[src/rtl/gdiv_if.sv]
// Handshake and operand bundle for the Goldschmidt divider.
// The master drives the operands and start/en. The slave returns busy/done/result.
interface gdiv_if #(parameter int WIDTH = 32);
   logic             en;
   logic             start;
   logic [WIDTH-1:0] N;
   logic [WIDTH-1:0] D;
   logic [WIDTH-1:0] IA;
   logic             busy;
   logic             done;
   logic [WIDTH-1:0] result;

   modport master (output en, start, N, D, IA, input busy, done, result);
   modport slave  (input en, start, N, D, IA, output busy, done, result);
endinterface

[src/rtl/gdiv_datapath.sv]
// Iterative Goldschmidt divider with one shared WIDTHxWIDTH multiplier.
// Each iteration takes two cycles: N*K, then D*K with K refreshed to 2-D.
module gdiv_datapath #(
   parameter int WIDTH = 32,
   parameter int ITERS = 3
) (
   input  logic   clk,
   input  logic   reset,
   gdiv_if.slave  bus
);
   localparam int CW = $clog2(ITERS + 1);

   typedef enum logic [1:0] {S_IDLE, S_MUL_N, S_MUL_D, S_DONE} state_t;

   state_t           r_state, w_state_nxt;
   logic [WIDTH-1:0] r_nr, r_dr, r_kr, r_result;
   logic [CW-1:0]    r_cnt;
   logic             w_load, w_last;
   logic [WIDTH-1:0] w_opa, w_mul, w_knext;
   logic             w_unused_hi;
   logic [WIDTH-2:0] w_unused_lo;

   // Q1 x Q1 gives Q2; keep the Q1 window and drop the overflow bit and the fraction tail.
   assign w_opa   = (r_state == S_MUL_N) ? r_nr : r_dr;
   assign {w_unused_hi, w_mul, w_unused_lo} =
      {{WIDTH{1'b0}}, w_opa} * {{WIDTH{1'b0}}, r_kr};
   assign w_knext = -w_mul;
   assign w_last  = (r_cnt + CW'(1)) == CW'(ITERS);

   always_ff @(posedge clk or posedge reset) begin
      if (reset) r_state <= S_IDLE;
      else       r_state <= w_state_nxt;
   end

   always_comb begin
      w_state_nxt = r_state;
      w_load      = 1'b0;
      if (bus.en) begin
         case (r_state)
            S_IDLE: if (bus.start) begin
               w_load      = 1'b1;
               w_state_nxt = S_MUL_N;
            end
            S_MUL_N: w_state_nxt = S_MUL_D;
            S_MUL_D: w_state_nxt = w_last ? S_DONE : S_MUL_N;
            S_DONE: begin
               w_load      = bus.start;
               w_state_nxt = bus.start ? S_MUL_N : S_IDLE;
            end
            default: w_state_nxt = S_IDLE;
         endcase
      end
   end

   always_ff @(posedge clk or posedge reset) begin
      if (reset) begin
         r_nr     <= '0;
         r_dr     <= '0;
         r_kr     <= '0;
         r_cnt    <= '0;
         r_result <= '0;
      end else if (bus.en) begin
         if (w_load) begin
            r_nr  <= bus.N;
            r_dr  <= bus.D;
            r_kr  <= bus.IA;
            r_cnt <= '0;
         end else if (r_state == S_MUL_N) begin
            r_nr <= w_mul;
         end else if (r_state == S_MUL_D) begin
            r_dr  <= w_mul;
            r_kr  <= w_knext;
            r_cnt <= r_cnt + CW'(1);
            if (w_last) r_result <= r_nr;
         end
      end
   end

   assign bus.busy   = (r_state == S_MUL_N) || (r_state == S_MUL_D);
   assign bus.done   = (r_state == S_DONE);
   assign bus.result = r_result;
endmodule

[src/flat_wrapper.sv]
// flat-port wrapper written by rule: the top's interface ports become plain ports
module gdiv_datapath_flat 
#(
   parameter int WIDTH = 32,
   parameter int ITERS = 3
)
  (clk, reset, bus_en, bus_start, bus_N, bus_D, bus_IA, bus_busy, bus_done, bus_result);
  gdiv_if #(.WIDTH(WIDTH)) bus_i ();
  input  logic clk;
  input  logic reset;
  input wire logic [$bits(bus_i.en)-1:0] bus_en;
  input wire logic [$bits(bus_i.start)-1:0] bus_start;
  input wire logic [$bits(bus_i.N)-1:0] bus_N;
  input wire logic [$bits(bus_i.D)-1:0] bus_D;
  input wire logic [$bits(bus_i.IA)-1:0] bus_IA;
  output wire logic [$bits(bus_i.busy)-1:0] bus_busy;
  output wire logic [$bits(bus_i.done)-1:0] bus_done;
  output wire logic [$bits(bus_i.result)-1:0] bus_result;
  assign bus_i.en = bus_en;
  assign bus_i.start = bus_start;
  assign bus_i.N = bus_N;
  assign bus_i.D = bus_D;
  assign bus_i.IA = bus_IA;
  assign bus_busy = bus_i.busy;
  assign bus_done = bus_i.done;
  assign bus_result = bus_i.result;
  gdiv_datapath #(.WIDTH(WIDTH), .ITERS(ITERS)) u_core (.clk(clk), .reset(reset), .bus(bus_i));
endmodule
[config.mk]
export PLATFORM = sky130hd
export DESIGN_NAME = gdiv_datapath_flat
export DESIGN_NICKNAME = d
export VERILOG_FILES = /design/src/rtl/gdiv_if.sv /design/src/rtl/gdiv_datapath.sv /design/src/flat_wrapper.sv
export SDC_FILE = /design/constraint.sdc
export NUM_CORES = 2
export LEC_CHECK = 0
export ABC_AREA = 1
export BUFFER_PORTS_ARGS = -buffer_cell sky130_fd_sc_hd__buf_2
export CORE_MARGIN = 2
export CORE_UTILIZATION = 65
export DETAILED_ROUTE_END_ITERATION = 6
export PLACE_DENSITY = 0.83
export SLEW_MARGIN = 20
export SYNTH_ARGS = -nofsm -noshare
export SYNTH_HDL_FRONTEND = slang
export SYNTH_SLANG_ARGS = --single-unit
[constraint.sdc]
create_clock -name clk -period 10.75 [get_ports clk]
set_clock_uncertainty 0.05 [all_clocks]
set_input_delay 1.075 -clock clk [delete_from_list [all_inputs] [get_ports clk]]
set_output_delay 1.075 -clock clk [all_outputs]
set_load 0.02 [all_outputs]
==> run metrics <==
DIE AREA=63400 sq um; worst reg-to-reg setup slack=480 ps; Hold Path Sink=u_core.bus.result[7]$_DFFE_PP0P_; Post-CTS Hold Buffers=0; vias in the first global route=36500; slew margin rel.=0.193; most used cell, CP=fa_1; most common cell after layout, fill and taps aside=inv_1; Max FO, Critical Path=26; Tmin final=10270 ps; Yosys warning count=0; Final Max Tran Viols=0; Clock transition at path regs=70 ps; vias=34800; Total GRT Usage=0.455; crit path capture type=register; DRC=0; WP data arrival=10520 ps; WP data required=11000 ps; Core Rows=90; largest family of logic cells by synthesized area=adder cells; TritonCTS buffer count=17; I/O pins=134; final setup vio count=0; largest net degree at the start of global routing=96; asr flop ratio synth=1.00; fill cell count=4799; Routed WL=139000 microns; Initial Util=0.660; initial DRC count=3754; post-synthesis sequential area ratio=0.0828; WL per Instance=23.6 microns; mux cell area share after synthesis=0; MaxCap Viol Count=0; final-stage net count=6326; XOR/XNOR share of the synthesized area=0.00279; Die W=252 microns; final hold viol count=0; Layout area overhead=6.01%; Unique masters post-synth=51; syn nets=6269; Worst Tran Pin Value=1210 ps; RSZ-0062 raised after global routing=no; synthesized area=39900 sq um; vias per cell=5.92; synthesized instance count=5014; period utilization=0.955; Simple-Gate Fraction of Synth Area=0.204; Die Y=252 microns; number of antenna violations at the first check in global routing=6; Core Box Area=60500 sq um; Clock Path Buffers=2; Skew-Pair Late Insertion Delay=430 ps; commonest non-fill, non-tap cells in the layout=inv_1, nand2_1, fa_1; critical hold path startpoint=u_core.bus.result[7]$_DFFE_PP0P_; worst hold path stage count=2; CTS tree=yes; r2r startpoint=u_core.r_state[1]$_DFFE_PP0P_; fin cells=5870; gp weighted congestion=1.07; leading area contributor after synthesis=fa_1; Routed Antenna Nets=0; Max Freq=0.0974 GHz; Detailed Place HPWL=115000 microns; TNS Setup=0 ps; Critical-path top delay cell=ha_2; TritonRoute pass-1 iters=6; CTS H-tree lvls=4; register area=3300 sq um; Buffers on Ports=133; CTS root buf=clkbuf_16; first-pass GRT wire length=213000 microns; DP Cell Count=5834; layout cells sized above 1=0.0783; main flop type after synthesis=dfrtp_1; Synth top area share=0.449; crit-path max cell delay=710 ps; Min-Delay Path Class=reg2reg; Area contributors post-synth=fa_1, inv_1, nand2_1, dfrtp_1, ha_1; status=complete, no violations; Multi-input gate area=31400 sq um; synthesized flop and latch total=132; Startpoint Class=register; Synth Area in Adders=0.530; TritonCTS Sinks=132; Compound-Gate Fraction of Synth Area=0.0466; critical path class=reg2reg; Worst Reg2Reg Path Length in Cells=38; GRT overflow=0; number of flops mapped to enable cells by yosys=0; R2R Path End=u_core.r_kr[24]$_DFFE_PP0P_; Synth Area per Inst=7.96 sq um
[flip-flops by register name, summed over array words and instances, names as in the netlist]
signal,flops
u_core.r_kr,32
u_core.r_nr,32
u_core.r_state,2
u_core.r_dr,32
u_core.bus.result,32
u_core.r_cnt,2
[metrics by stage]
stage / hold WS [ps] / worst slack [ps] / util / instance area (sq um)
after CTS: 441 / 472 / 0.699 / 42300
after global routing: 464 / 76.8 / 0.699 / 42300
after detailed placement: 423 / 548 / 0.689 / 41700
final: 438 / 485 / 0.699 / 42300
after floorplan: 398 / 2470 / - / 39900
after global placement: 417 / 494 / 0.689 / 41700
[synth_stat cells, drive strengths merged, types with 6 or more instances]
master	number
nand3b	17
o221ai	32
a21oi	91
o2111ai	8
ha	261
nand2	1065
nor3	14
and2	6
a221o	10
xnor2	6
fa	894
nand3	99
o21ai	128
clkbuf	198
o211ai	20
nor4	6
nand4	19
buf	13
o22ai	6
o21bai	12
inv	1166
clkinv	27
dfrtp	132
nor2	771
[logic make-up after synthesis]
| logic type | count (synthesis) |
|---|---|
| buffers and inverters | 1404 |
| AOI/OAI and AO/OA | 312 |
| xor gates and xnor gates | 11 |
| DFF | 132 |
| and+or+nand+nor | 2000 |
| adders and majority gates | 1155 |
[critical path: cells and delay by family, from the launching register on]
family | cells | cell delay (ps)
AND/OR/NAND/NOR | 18 | 2490
flip-flops | 1 | 400
AO/OA/AOI/OAI | 1 | 370
buffers and inverters | 9 | 1580
adder cells (fa/ha/maj) | 10 | 5190
[layer usage]
metal | up-vias | part of all wire | global-route usage | wire length (microns)
met3 | 523 | 0.13 | 0.119 | 18200
met5 | - | 0.00025 | 0 | 34
li1 | 14700 | - | - | -
met2 | 2456 | 0.43 | 0.688 | 59500
met1 | 17100 | 0.36 | 0.590 | 49600
met4 | 6 | 0.081 | 0.286 | 11200
[timing repair]
item	4_1_cts	5_1_grt
endpoints found under the setup margin	0	9
setup buffers	0	0
gates resized for setup	0	1
[how the worst max path moves through the flow]
| stage | end | cells after the start | slack (ps) | start |
|---|---|---|---|---|
| floorplan | u_core.r_kr[24]$_DFFE_PP0P_ | 39 | 2470 | u_core.r_state[1]$_DFFE_PP0P_ |
| global placement | u_core.r_kr[26]$_DFFE_PP0P_ | 36 | 490 | u_core.r_state[1]$_DFFE_PP0P_ |
| detailed placement | u_core.r_kr[24]$_DFFE_PP0P_ | 38 | 550 | u_core.r_state[1]$_DFFE_PP0P_ |
| CTS | u_core.r_kr[24]$_DFFE_PP0P_ | 38 | 470 | u_core.r_state[1]$_DFFE_PP0P_ |
| global route | u_core.r_kr[25]$_DFFE_PP0P_ | 36 | 80 | u_core.r_state[1]$_DFFE_PP0P_ |
| finish | u_core.r_kr[24]$_DFFE_PP0P_ | 38 | 480 | u_core.r_state[1]$_DFFE_PP0P_ |
[area by class of cell]
cell class              count  share of cell area
multi-input cells        3478               0.742
inverters                1193               0.106
flip-flops and latches    132              0.0781
repair buffers            249              0.0363
well taps                 782              0.0231
clock buffers              18              0.0101
clock inverters            14             0.00399
diodes                      4            0.000237
Power is left out: the tool's default activity adds up to more than one toggle a clock period on the data nets, which glitch-free logic cannot reach.
